[config.mk]
export PLATFORM = sky130hd
export DESIGN_NAME = sequenciador_reproducao
export DESIGN_NICKNAME = d
export VERILOG_FILES = /design/src/rtl/sequenciador_reproducao.sv
export SDC_FILE = /design/constraint.sdc
export NUM_CORES = 1
export LEC_CHECK = 0
export ABC_CLOCK_PERIOD_IN_PS = 4000
export CAP_MARGIN = 20
export CORE_MARGIN = 5
export CORE_UTILIZATION = 44
export CTS_CLUSTER_DIAMETER = 60
export DETAILED_ROUTE_END_ITERATION = 7
export SYNTH_ARGS = -nofsm -noshare
export SYNTH_HDL_FRONTEND = slang
export SYNTH_SLANG_ARGS = --single-unit
[constraint.sdc]
create_clock -name clock -period 4 [get_ports clock]
set_clock_uncertainty 0.15 [all_clocks]
set_input_delay 0.8 -clock clock [delete_from_list [all_inputs] [get_ports clock]]
set_output_delay 0.8 -clock clock [all_outputs]
set_load 0.005 [all_outputs]
[src/rtl/sequenciador_reproducao.sv]
// sequenciador_reproducao: plays the stored note sequence, addresses 0..limite in order.
// Each address gets one cycle of memory access, NOTE_CYCLES cycles of sound, GAP_CYCLES of silence.
// Build macro SEQ_LOOP_EN adds input repetir, which restarts the sequence instead of finishing.
//
// state    | meaning
// ---------+-------------------------------------------------------------
// OCIOSO   | idle, waiting for iniciar; address bus parked at 0
// ENDERECA | address presented, waiting one cycle for the memory word
// TOCA     | note code and LEDs driven for NOTE_CYCLES cycles
// PAUSA    | silence for GAP_CYCLES cycles, then next address or finish
// FIM      | one-cycle pronto pulse, then back to idle
module sequenciador_reproducao #(
   parameter int NOTE_CYCLES = 25_000_000,
   parameter int GAP_CYCLES  = 5_000_000,
   parameter int ADDR_W      = 4
) (
   input  logic              clock,
   input  logic              reset,
   input  logic              iniciar,
   input  logic              abortar,
`ifdef SEQ_LOOP_EN
   input  logic              repetir,
`endif
   input  logic [ADDR_W-1:0] limite,
   input  logic [6:0]        dado_memoria,
   output logic [ADDR_W-1:0] endereco,
   output logic [2:0]        arduino_out,
   output logic [6:0]        leds,
   output logic              ocupado,
   output logic              pronto
);

   localparam int CNT_MAX = (NOTE_CYCLES > GAP_CYCLES) ? NOTE_CYCLES : GAP_CYCLES;
   localparam int CNT_W   = (CNT_MAX > 1) ? $clog2(CNT_MAX) : 1;
   localparam logic [CNT_W-1:0] NOTE_LOAD = CNT_W'(NOTE_CYCLES - 1);
   localparam logic [CNT_W-1:0] GAP_LOAD  = CNT_W'(GAP_CYCLES - 1);

   typedef enum logic [2:0] {
      OCIOSO,
      ENDERECA,
      TOCA,
      PAUSA,
      FIM
   } estado_t;

   estado_t           estado, nxt_estado;
   logic [CNT_W-1:0]  cnt, nxt_cnt;
   logic [ADDR_W-1:0] limite_reg, nxt_limite_reg;
   logic [ADDR_W-1:0] nxt_endereco;
   logic [2:0]        nxt_arduino_out;
   logic [6:0]        nxt_leds;
   logic              nxt_ocupado;
   logic              nxt_pronto;

   // Lowest set bit wins when the memory word carries more than one note.
   function automatic logic [2:0] codifica(input logic [6:0] palavra);
      logic [2:0] codigo;
      codigo = 3'd0;
      for (int i = 6; i >= 0; i--) begin
         if (palavra[i]) codigo = 3'(i + 1);
      end
      return codigo;
   endfunction

   // State, timer and every output are registered together.
   always_ff @(posedge clock or negedge reset) begin
      if (!reset) begin
         estado      <= OCIOSO;
         cnt         <= '0;
         limite_reg  <= '0;
         endereco    <= '0;
         arduino_out <= '0;
         leds        <= '0;
         ocupado     <= 1'b0;
         pronto      <= 1'b0;
      end else begin
         estado      <= nxt_estado;
         cnt         <= nxt_cnt;
         limite_reg  <= nxt_limite_reg;
         endereco    <= nxt_endereco;
         arduino_out <= nxt_arduino_out;
         leds        <= nxt_leds;
         ocupado     <= nxt_ocupado;
         pronto      <= nxt_pronto;
      end
   end

   // Next-state and next-output decode; abortar overrides every state.
   always_comb begin
      nxt_estado      = estado;
      nxt_cnt         = cnt;
      nxt_limite_reg  = limite_reg;
      nxt_endereco    = endereco;
      nxt_arduino_out = arduino_out;
      nxt_leds        = leds;
      nxt_pronto      = 1'b0;

      if (abortar) begin
         nxt_estado      = OCIOSO;
         nxt_cnt         = '0;
         nxt_endereco    = '0;
         nxt_arduino_out = '0;
         nxt_leds        = '0;
      end else begin
         case (estado)
            OCIOSO: begin
               if (iniciar) begin
                  nxt_estado     = ENDERECA;
                  nxt_limite_reg = limite;
                  nxt_endereco   = '0;
               end
            end
            ENDERECA: begin
               nxt_estado      = TOCA;
               nxt_arduino_out = codifica(dado_memoria);
               nxt_leds        = dado_memoria;
               nxt_cnt         = NOTE_LOAD;
            end
            TOCA: begin
               if (cnt == '0) begin
                  nxt_estado      = PAUSA;
                  nxt_arduino_out = '0;
                  nxt_leds        = '0;
                  nxt_cnt         = GAP_LOAD;
               end else begin
                  nxt_cnt = cnt - CNT_W'(1);
               end
            end
            PAUSA: begin
               if (cnt != '0) begin
                  nxt_cnt = cnt - CNT_W'(1);
               end else if (endereco == limite_reg) begin
`ifdef SEQ_LOOP_EN
                  if (repetir) begin
                     nxt_estado   = ENDERECA;
                     nxt_endereco = '0;
                  end else begin
                     nxt_estado = FIM;
                     nxt_pronto = 1'b1;
                  end
`else
                  nxt_estado = FIM;
                  nxt_pronto = 1'b1;
`endif
               end else begin
                  nxt_estado   = ENDERECA;
                  nxt_endereco = endereco + ADDR_W'(1);
               end
            end
            FIM: begin
               nxt_estado   = OCIOSO;
               nxt_endereco = '0;
            end
            default: begin
               nxt_estado      = OCIOSO;
               nxt_cnt         = '0;
               nxt_endereco    = '0;
               nxt_arduino_out = '0;
               nxt_leds        = '0;
            end
         endcase
      end

      nxt_ocupado = (nxt_estado != OCIOSO);
   end

endmodule

Word level (Yosys, flattened, before mapping) --
Index checks and enable logic that the tools add are counted.
Operators by class: add/sub/neg operators 2, equality and inequality tests 13, multiplexer cells 32, bitwise gates (word level) 1, reduce and logical (&&, ||, !) cells 11
Operators with widths (number):
- $pmux W25 S4 | 1
- $mux W25 | 3
- $mux W3 | 14
- $logic_not A25 Y1 | 1
- $reduce_bool A25 Y1 | 1
- $sub A25 B1 Y25 const B | 1
- $pmux W7 S3 | 1
- $mux W4 | 4
- $ne A3 B3 Y1 const B | 5
- $mux W7 | 2
- $pmux W3 S4 | 1
- $pmux W4 S3 | 1
- $pmux W3 S3 | 1
- $eq A3 B2 Y1 const B | 2
- $ne A2 B1 Y1 const B | 3
- $add A4 B1 Y4 const B | 1
- $eq A4 B4 Y1 | 1
- $mux W1 | 4
- $reduce_and A2 Y1 | 2
- $reduce_and A4 Y1 | 1
- $reduce_or A2 Y1 | 2
- $eq A3 B1 Y1 const B | 1
- $eq A3 B3 Y1 const B | 1
- $logic_not A3 Y1 | 1
- 4 further kinds | 4
Word-level totals: bits in registers 48, bits of input ports 15, output and inout bits 16, word-level logic and storage cells 67

Longest topological paths before layout --
depth after elaboration 9, gate-level depth with buffers 10, depth with buffers taken out 7

Worst setup path after synthesis --
Ideal clock, no wire load.
path kind register to register, start point register cnt[0], end point register cnt[22], library setup time 0.124 ns, data arrival time 2.503 ns, required time 3.726 ns, slack 1.223 ns, stages on the path, launching flop included 10, path buffers 2, clock period less this slack 2.777 ns, cells stage by stage dfrtp_1 -> inv_1 -> ha_1 -> or4b_1 -> clkbuf_1 -> or3_1 -> buf_2 -> or3_4 -> o311a_1 -> a211o_1
Between the ends: longest elaborated chain between the ends 4, elaborated cells between the ends (all ways) 9, those cells by class 1 x add/sub; 1 x eq/ne; 4 x mux; 3 x reduce/logical
RTL lines:
- start: declaration | line 47 | logic [CNT_W-1:0] cnt, nxt_cnt;
- start signal: assignment | line 78 | cnt <= nxt_cnt;
- $sub A25 B1 Y25 / $logic_not A25 Y1 (equally long branches) | line 126, 131, 120
- $mux W25, on equally long branches | line 130, 120
- $pmux W25 S4 | line 105 | case (estado)
- $mux W25 | line 98 | if (abortar) begin
Several ways; a longest one is shown, not always the timed one. The select of a mux whose other input is x is not followed. A chain may end at the register's enable or synchronous reset.

Worst setup path after layout --
start point register cnt[0], end point register cnt[6]
Same word-level chain as after synthesis.

==> results.py <==
metrics = {
    "timing": {
        "finalSetupViolCount": 0,
        "timing.hold.ws_ns": 0.2581,
        "fmax_mhz": 310.4,
        "max-slew-margin-rel_pct": 41.72,
        "tightest_slew_ns": 0.8662,
        "finalCriticalPeriod_ns": 3.222,
        "maxSlewViolCount": 0,
        "setup_tns_ns": 0,
        "hold_viol": 0,
        "fin_crit_sh_pct": 80.54,
        "rsz0062_at_grt": "no",
    },
    "route": {
        "wl_met3_um": 385,
        "wl_mm": 7.651,
        "ant_nets": 0,
        "routedWlPerCell_um": 18.62,
        "wl_met1_mm": 3.726,
        "vias_per_cell": 6.287,
        "drt_pass1_iterations": 4,
        "vias": 2584,
        "drt_iter0_drc": 253,
        "drc_errors": 0,
        "wl_met2_mm": 3.379,
        "maxUsedRoutingLayer": "met4",
    },
    "logic_synthesis": {
        "syn_nets": 323,
        "yosysWarningCount": 0,
        "ys.flop_type": "dfrtp_1",
        "synth_edf_count": 0,
        "syn_area_um2": 2783,
        "yosysSeqAreaShare_pct": 43.17,
        "avgSynthCellArea_um2": 9.094,
        "ys_ff_latch": 48,
        "netlist_instances": 306,
        "ys_async_sr_fraction_pct": 100.0,
        "synth_cell_types": 55,
    },
    "setup_path": {
        "cp-start-kind": "register",
        "cpPeakStageDelay_ns": 0.71,
        "required_ns": 4.04,
        "worstPathArrival_ns": 3.26,
        "cp.buffers_inverters": 1,
        "cp_top_family": "simple AND/OR/NAND/NOR gates",
        "rr_worst_depth": 7,
        "cpMaxStageDelayCell": "o21ai_0",
        "crit_chain": "inv_1 -> ha_1 -> or4b_1 -> or3_1 -> o21ai_0 -> a2111o_1 -> a31oi_1",
        "worstSetupEndpointType": "register",
        "r2r-start": "cnt[0]",
        "path_max_fanout": 16,
        "crit_type": "reg -> reg",
        "r2r_slack_ns": 0.78,
        "r2r-end": "cnt[6]",
    },
    "power": {
        "internal_power_uw": 1286,
        "p_seq_share_pct": 30.7,
        "vdd_drop_max_mv": 0.3181,
        "pwr-share-clk_pct": 12.1,
        "cellPowerDensity_nw_per_um2": 772.6,
        "comb_power_share_pct": 57.3,
        "power_uw": 2526,
        "p_sw_share_pct": 49.07,
        "leakage_uw": 0.001381,
        "p_switching_uw": 1240,
    },
    "layout": {
        "final_common_cell": "dfrtp_1",
        "final_nets": 350,
        "area.growth.synth_to_final_pct": 17.49,
        "fill_cells": 597,
        "final_core_util_pct": 52.39,
        "largest-register": "cnt",
        "num_antenna_cells": 0,
        "largest_reg_flops": 25,
        "reg.largest.list": "cnt (25), leds (7)",
        "final_cell_mix": "48 x dfrtp_1, 29 x clkdlybuf4s50_1, 28 x nor2_1",
        "seqCellArea_um2": 1201,
        "drive_gt1_share_pct": 7.485,
        "design_area_um2": 3269,
        "multiInputGateArea_um2": 1476,
    },
    "cts": {
        "htree_levels": 2,
        "cts_tree": "done",
        "cts_hold_buf": 0,
        "cts_resized": 0,
        "clockBufferDepth": 2,
        "root_buffer": "clkbuf_8",
        "cts-buffers-inserted": 5,
        "postCtsSetupBuffers": 0,
        "insertion_delay_ns": 0.31,
        "clk_pin_slew_worst_paths_ns": 0.10,
        "cts.sinks": 48,
    },
    "grt": {
        "grt_max_degree": 49,
        "grt_pass1_vias": 2528,
        "antenna_found_initial": 0,
        "overflow": 0,
        "groute.usage.overall_pct": 20.65,
        "grt_pass1_wl_mm": 12.81,
    },
    "die": {
        "core_area_um2": 6241,
        "die_area_um2": 8015,
        "die_w_um": 89.53,
        "io-pin-count": 31,
        "start_util_pct": 44.59,
        "row_count": 29,
        "die_y_um": 89.53,
    },
    "placed_design": {
        "gp_congestion": 0.8613,
        "hpwl_mm": 5.295,
        "placed_area_um2": 3156,
        "io_buffers": 30,
    },
    "outcome": {
        "run_status": "finished clean",
    },
    "run": {
        "maxCapViolations": 0,
    },
    "worst_hold_path": {
        "min_path_type": "in -> async",
    },
}
metal layers:
layer  vias up  global-route usage [%]
li1       1233                       -
met1      1248                   29.57
met2        89                   31.55
met3        14                   3.594
met4         0                   6.901
met5         -                       0
worst max-delay path by stage:
stage                     startpoint       to  slack [ns]  cells after the start
after floorplan               cnt[0]  cnt[22]        1.22                      9
after global placement        cnt[0]  ocupado        0.85                      7
after detailed placement      cnt[0]  cnt[11]        0.79                      7
after CTS                     cnt[0]  cnt[11]        0.81                      7
after global routing          cnt[0]   cnt[6]        0.57                      7
final                         cnt[0]   cnt[6]        0.78                      7
area by class of cell:
class,instances,area share [%]
Clock buffer,7,2.641
Timing Repair Buffer,38,11.25
Multi-Input combinational cell,231,45.16
Tap cell,77,2.947
Inverter,9,1.033
Sequential cell,48,36.74
Clock inverter,1,0.2296
cell usage after synthesis (all sizes together), types with 2 or more instances:
cell type	number	area, µm²
a211o	4	35.03
a21o	7	52.55
o311ai	3	26.28
a2111o	2	22.52
nand4	3	18.77
o31ai	5	42.54
dfrtp	48	1201
ha	2	25.02
nor2b	2	12.51
a21oi	15	75.07
clkbuf	14	52.55
a41oi	5	43.79
nand3	12	60.06
o22ai	6	37.54
a31oi	8	50.05
nor3	15	80.08
nor3b	2	15.01
nor4	9	56.30
or4	3	22.52
o41ai	2	17.52
nor2	28	105.1
a32o	3	30.03
o211ai	4	30.03
mux2	4	45.04
or2	2	12.51
nand2b	5	31.28
a22o	11	96.34
xnor2	4	35.03
nand2	17	63.81
o21ai	17	85.08
inv	9	33.78
buf	4	18.76
o2bb2ai	5	43.79
or3	10	67.56
through the flow:
stage | instances | setup WS (ns)
after CTS | 410 | 0.8129
after detailed placement | 402 | 0.7931
final | 411 | 0.7782
after floorplan | 306 | 1.223
after global placement | 402 | 0.8486
after global routing | 411 | 0.5679
cell families after synthesis:
logic type / share of synthesized area (%)
AND/OR/NAND/NOR: 21.67
AO/OA/AOI/OAI: 27.25
flip-flops: 43.17
buffers and inverters: 3.777
multiplexers: 1.978
XOR/XNOR: 1.259
adder cells (fa/ha/maj): 0.8991
power by group through the flow:
| stage | logic, µW | clock network [µW] | registers (µW) |
|---|---|---|---|
| floorplan | 1070 | 0 | 732 |
| finish | 1450 | 305 | 774 |
| global route | 1590 | 333 | 797 |
| detailed placement | 1420 | 0 | 778 |
| global placement | 1420 | 0 | 779 |
| CTS | 1430 | 319 | 770 |
Note: power is estimated with default switching activity, not from simulation.
